<file path="src/rtl/exc_pkg.sv">
// Shared definitions for exception/ERET pipeline recovery: sequencer states, vector offsets
// and ExcCode values used together with the CP0 exception logic.
package exc_pkg;

    typedef enum logic [1:0] {
        ST_IDLE     = 2'd0,
        ST_FLUSH    = 2'd1,
        ST_REDIRECT = 2'd2,
        ST_DRAIN    = 2'd3
    } exc_state_e;

    localparam logic [31:0] OFF_GEN    = 32'h0000_0180;
    localparam logic [31:0] OFF_REFILL = 32'h0000_0000;

    localparam logic [4:0] EXC_INT  = 5'd0;
    localparam logic [4:0] EXC_MOD  = 5'd1;
    localparam logic [4:0] EXC_TLBL = 5'd2;
    localparam logic [4:0] EXC_TLBS = 5'd3;
    localparam logic [4:0] EXC_ADEL = 5'd4;
    localparam logic [4:0] EXC_ADES = 5'd5;
    localparam logic [4:0] EXC_SYS  = 5'd8;
    localparam logic [4:0] EXC_BP   = 5'd9;
    localparam logic [4:0] EXC_RI   = 5'd10;
    localparam logic [4:0] EXC_OV   = 5'd12;

endpackage

</file>
<file path="src/rtl/exc_target_sel.sv">
// Combinational redirect target selection (ERET -> EPC, else BEV base + vector offset).
// The refill vector is only honoured when TLB_REFILL_VEC_EN is defined.
module exc_target_sel
    import exc_pkg::*;
#(
    parameter logic [31:0] EXC_BASE_BEV1 = 32'hBFC0_0200,
    parameter logic [31:0] EXC_BASE_BEV0 = 32'h8000_0000
) (
    input  logic        take_eret,
    input  logic        refill,
    input  logic        bev,
    input  logic [31:0] epc,
    output logic [31:0] target
);

    logic [31:0] base_s;
    logic [31:0] off_s;

`ifdef TLB_REFILL_VEC_EN
    // Refill exceptions use the dedicated vector at offset zero.
    always_comb begin
        if (refill) begin
            off_s = OFF_REFILL;
        end else begin
            off_s = OFF_GEN;
        end
    end
`else
    logic unused_refill_s;
    assign unused_refill_s = refill;

    // Every exception uses the general vector.
    always_comb begin
        off_s = OFF_GEN;
    end
`endif

    // Final target mux: ERET returns to EPC, otherwise vector base plus offset.
    always_comb begin
        base_s = bev ? EXC_BASE_BEV1 : EXC_BASE_BEV0;
        if (take_eret) begin
            target = epc;
        end else begin
            target = base_s + off_s;
        end
    end

endmodule

</file>
<file path="src/rtl/exc_redirect_ctrl.sv">
// Pipeline recovery sequencer: accept exception/ERET, flush, hand redirect PC to fetch, drain.
// Optional feature macro: TLB_REFILL_VEC_EN (dedicated TLB refill vector).
module exc_redirect_ctrl
    import exc_pkg::*;
#(
    parameter logic [31:0] RESET_VEC     = 32'hBFC0_0000,
    parameter logic [31:0] EXC_BASE_BEV1 = 32'hBFC0_0200,
    parameter logic [31:0] EXC_BASE_BEV0 = 32'h8000_0000,
    parameter int unsigned FLUSH_CYCLES  = 2
) (
    input  logic        clk,
    input  logic        rst,
    input  logic        exc_valid,
    input  logic        exc_is_eret,
    input  logic        exc_refill,
    input  logic [31:0] epc_in,
    input  logic        status_bev,
    input  logic        stall_w,
    input  logic        redirect_ready,
    output logic        flush_all,
    output logic        redirect_valid,
    output logic [31:0] redirect_pc,
    output logic        cp0_commit,
    output logic        busy,
    output logic [15:0] exc_cnt
);

    localparam logic [3:0] FLUSH_LOAD = 4'(FLUSH_CYCLES - 1);

    exc_state_e  state_r;
    logic [3:0]  flush_cnt_r;
    logic        flush_all_r;
    logic        redirect_valid_r;
    logic [31:0] redirect_pc_r;
    logic        cp0_commit_r;
    logic        busy_r;
    logic [15:0] exc_cnt_r;

    logic        take_eret_s;
    logic        refill_s;
    logic        accept_s;
    logic [31:0] target_s;

    // Exception has priority over a simultaneous ERET; acceptance only in IDLE when WB is not stalled.
    always_comb begin
        take_eret_s = exc_is_eret & ~exc_valid;
        refill_s    = exc_valid & exc_refill & ~exc_is_eret;
        accept_s    = (state_r == ST_IDLE) & (exc_valid | exc_is_eret) & ~stall_w;
    end

    exc_target_sel #(
        .EXC_BASE_BEV1 (EXC_BASE_BEV1),
        .EXC_BASE_BEV0 (EXC_BASE_BEV0)
    ) u_target_sel (
        .take_eret (take_eret_s),
        .refill    (refill_s),
        .bev       (status_bev),
        .epc       (epc_in),
        .target    (target_s)
    );

    // Recovery FSM with flush window counter, registered outputs and saturating exception count.
    always_ff @(posedge clk or negedge rst) begin
        if (!rst) begin
            state_r          <= ST_IDLE;
            flush_cnt_r      <= 4'd0;
            flush_all_r      <= 1'b0;
            redirect_valid_r <= 1'b0;
            redirect_pc_r    <= RESET_VEC;
            cp0_commit_r     <= 1'b0;
            busy_r           <= 1'b0;
            exc_cnt_r        <= 16'd0;
        end else begin
            cp0_commit_r <= 1'b0;
            case (state_r)
                ST_IDLE: begin
                    if (accept_s) begin
                        state_r       <= ST_FLUSH;
                        flush_cnt_r   <= FLUSH_LOAD;
                        redirect_pc_r <= target_s;
                        cp0_commit_r  <= 1'b1;
                        flush_all_r   <= 1'b1;
                        busy_r        <= 1'b1;
                        if (exc_valid && (exc_cnt_r != 16'hFFFF)) begin
                            exc_cnt_r <= exc_cnt_r + 16'd1;
                        end else begin
                            exc_cnt_r <= exc_cnt_r;
                        end
                    end else begin
                        state_r <= ST_IDLE;
                    end
                end
                ST_FLUSH: begin
                    if (flush_cnt_r == 4'd0) begin
                        state_r          <= ST_REDIRECT;
                        flush_all_r      <= 1'b0;
                        redirect_valid_r <= 1'b1;
                    end else begin
                        flush_cnt_r <= flush_cnt_r - 4'd1;
                    end
                end
                ST_REDIRECT: begin
                    if (redirect_ready) begin
                        state_r          <= ST_DRAIN;
                        redirect_valid_r <= 1'b0;
                    end else begin
                        state_r <= ST_REDIRECT;
                    end
                end
                // Inputs in DRAIN reflect stale WB state and are deliberately ignored.
                ST_DRAIN: begin
                    state_r <= ST_IDLE;
                    busy_r  <= 1'b0;
                end
                default: begin
                    state_r          <= ST_IDLE;
                    flush_all_r      <= 1'b0;
                    redirect_valid_r <= 1'b0;
                    busy_r           <= 1'b0;
                end
            endcase
        end
    end

    assign flush_all      = flush_all_r;
    assign redirect_valid = redirect_valid_r;
    assign redirect_pc    = redirect_pc_r;
    assign cp0_commit     = cp0_commit_r;
    assign busy           = busy_r;
    assign exc_cnt        = exc_cnt_r;

endmodule

</file>
<file path="config.mk">
export PLATFORM = sky130hd
export DESIGN_NAME = exc_redirect_ctrl
export DESIGN_NICKNAME = d
export VERILOG_FILES = /design/src/rtl/exc_pkg.sv /design/src/rtl/exc_target_sel.sv /design/src/rtl/exc_redirect_ctrl.sv
export SDC_FILE = /design/constraint.sdc
export NUM_CORES = 1
export LEC_CHECK = 0
export ABC_CLOCK_PERIOD_IN_PS = 1700
export BUFFER_PORTS_ARGS = -buffer_cell sky130_fd_sc_hd__buf_4
export CORE_ASPECT_RATIO = 0.75
export CORE_MARGIN = 3
export CORE_UTILIZATION = 45
export DETAILED_ROUTE_END_ITERATION = 10
export PLACE_DENSITY_LB_ADDON = 0.25
export SLEW_MARGIN = 10
export SYNTH_ARGS = -nofsm -noshare
export SYNTH_HDL_FRONTEND = slang
export SYNTH_SLANG_ARGS = --single-unit
</file>
<file path="constraint.sdc">
create_clock -name clk -period 1.7 [get_ports clk]
set_clock_uncertainty 0.2 [all_clocks]
set_input_delay 0.255 -clock clk [delete_from_list [all_inputs] [get_ports clk]]
set_output_delay 0.255 -clock clk [all_outputs]
set_load 0.005 [all_outputs]
</file>
==> run summary <==
outcome: complete, but fails checks
failing checks: setup timing
Clk pwr share: 0.215
row cnt: 23
slowest stage delay, CP: 0.40 ns
Core Box Area: 0.00553 mm2
CP required: 1.73 ns
worst-margin pin slew: 0.389 ns
worst flop-to-flop path startpoint: state_r[1]
Worst Path Arrival: 1.81 ns
P_sw: 1.96 mW
most common cell after layout, fill and taps aside: buf_4
R2R setup slack: -0.08 ns
vias per cell: 5.43
Port Buf Inserts: 90
Sink Count: 58
R2R Path End: exc_cnt[6]
area delta synth->final: 64.9%
slowest cell on the critical path: dfrtp_1
commonest cells after routing, fill and taps aside: buf_4, dfrtp_1, dlygate4sd3_1
Initial Util: 0.482
Worst Setup EP: exc_cnt[6]
clock-pin slew on the worst setup and hold paths: 0.07 ns
Syn Area/Cell: 11.3 um2
Synth Flop Type: dfrtp_1
Final Max Slew Viols: 0
Syn. warnings: 0
Die W: 94.8 um
Longest Clk Path Bufs: 2
via count: 2589
relative slew slack: 0.738
CP Buf/Inv Count: 2
Yosys cell types: 51
nets@finish: 445
drt wl/cell: 16.7 um
total wire length: 7.96 mm
crit path launch type: register
crit-path cells: inv_2 -> ha_4 -> and3b_1 -> and3_4 -> buf_6 -> nand4_1 -> xnor2_1
Initial DRT Pass Iterations: 4
worst hold-check path type: in -> reg
Tmin final: 1.78 ns
R2R depth: 7
post-synth net total: 284
cts bufs inserted: 9
Post-synth EDFFs: 0
Worst path top cell family by delay: simple AND/OR/NAND/NOR gates
critical path class: reg -> reg
Final setup viols: 8
RSZ-0062 raised after global routing: yes
WHS Path Cells: 3
clk root buf: clkbuf_8
sw frac: 0.325
post-route ant nets: 0
Critical Path Stages: 7
vias in the first global route: 2468
Yosys reg bits: 58
die area: 0.00689 mm2
Pint: 4.07 mW
ys async rst share: 1.00
worst hold slack: 0.0206 ns
gr ovfl total: 0
final worst path period share: 1.05
Flop pwr share: 0.373
Inserted Diodes: 0
CP Launch Point: state_r[1]
Starting DRT DRC Count: 120
initial antenna violation count: 0
fin worst setup slack: -0.0769 ns
global-route wire length before repair: 11.9 mm
leakage power: 2.10 nW
maximum clock rate: 0.563 GHz
Power Density: 1370 mW/mm2
total track usage: 0.226
DRC viols: 0
CP max FO: 6
IO Count: 92
H-tree depth: 3
worst-skew pair later-pin latency: 0.34 ns
share of layout cells above drive strength 1: 0.475
Synth Cell Area: 0.00266 mm2
CTS tree: done
maxcap violations: 0
sequential fraction of the synthesis area: 0.549
HPWL Detailed: 5.15 mm
VDD IR max: 834 uV
RePlAce Congestion: 0.884
Post-Syn Instances: 236
Gate power share: 0.412
Die Ht: 72.6 um
Fin. Hold Viols: 0
largest net degree at the start of global routing: 39
final design utilization: 0.795
CP Capture Type: register
## flip-flops by register name (all words and copies together) (netlist names)
register        cells
cp0_commit          1
flush_all           1
redirect_pc        32
flush_cnt_r         4
exc_cnt            16
busy                1
state_r             2
redirect_valid      1
## worst min-delay path by stage
| stage | start | slack [ns] | endpoint |
|---|---|---|---|
| floorplan | rst | -0.24 | busy |
| global placement | rst | -0.03 | redirect_pc[19] |
| detailed placement | rst | -0.03 | redirect_pc[19] |
| CTS | epc_in[25] | 0.006 | redirect_pc[25] |
| global route | epc_in[22] | 0.02 | redirect_pc[22] |
| finish | epc_in[9] | 0.02 | redirect_pc[9] |
## worst register-to-register path: cells and delay by family, from the launching register on
family | cells | cell delay (ns)
fa+ha+maj | 1 | 0.16
flops | 1 | 0.40
simple gates | 3 | 0.56
buf+inv | 2 | 0.20
xor+xnor | 1 | 0.15
## power groups by stage
| stage | clock, mW | sequential (mW) | combinational [mW] |
|---|---|---|---|
| 6_report | 1.30 | 2.25 | 2.48 |
| 3_3_place_gp | 0 | 2.21 | 2.08 |
| 4_1_cts | 1.33 | 2.22 | 2.25 |
| 3_5_place_dp | 0 | 2.23 | 2.15 |
| 2_1_floorplan | 0 | 2.25 | 0.894 |
| 5_1_grt | 1.40 | 2.31 | 2.69 |
## cell usage after synthesis, drive strengths merged (2+ instances only)
library cell	count	share of area
dfstp	9	0.089
nand3	6	0.018
inv	4	0.0056
and2	3	0.0070
clkbuf	4	0.0056
a21oi	21	0.039
nor4	3	0.013
dfrtp	49	0.46
a22o	23	0.076
nand2b	2	0.0047
buf	6	0.012
nor2b	2	0.0047
a31oi	4	0.0094
xnor2	7	0.023
o21ai	15	0.031
and3b	2	0.0066
o21a	2	0.0056
nor2	10	0.014
nand4	8	0.024
and4	3	0.011
ha	8	0.038
nand2	21	0.030
o22a	3	0.0099
mux2	2	0.0085
nor3b	2	0.0056
and3	3	0.0070
## routing by layer
layer | share of wire | track usage | up-vias
li1 | - | - | 1199
met1 | 0.43 | 0.300 | 1279
met2 | 0.49 | 0.359 | 88
met3 | 0.052 | 0.0505 | 23
met4 | 0.029 | 0.101 | 0
met5 | 0 | 0 | -
## layout make-up
type	instances	area, um2
inverter	5	21.3
tap	75	93.8
clock inverter	4	50.0
sequential	58	1460
timing repair buffer	160	1340
clock buffer	12	155
multi-input combinational	163	1270
fill	332	1130
## repair_timing
| action | CTS | global route |
|---|---|---|
| resized for setup | 10 | 18 |
| hold buffers | 27 | 0 |
| endpoints found under the setup margin | 16 | 43 |
| buffers inserted | 0 | 4 |
| pin swaps | 2 | 20 |
| gates cloned | 0 | 2 |
| endpoints found under the hold margin | 82 | 0 |
## cells by family after synthesis
| logic type | share of synthesized area |
|---|---|
| flops | 0.549 |
| simple gates | 0.156 |
| mux | 0.00845 |
| xor+xnor | 0.0230 |
| compound gates | 0.202 |
| buf+inv | 0.0244 |
| fa+ha+maj | 0.0376 |
## metrics by stage
stage               total power, mW  instances  setup TNS [ns]  setup slack, ns  instance area, um2
global route                   6.40        477           -1.38           -0.139                4390
CTS                            5.79        471               0          0.00227                4240
detailed placement             4.38        428          -0.693           -0.127                3730
global placement               4.29        428          -0.157          -0.0533                3730
finish                         6.02        477          -0.328          -0.0769                4390
floorplan                      3.15        236         -0.0180          -0.0126                2690
Note: power is estimated with default switching activity, not from simulation.
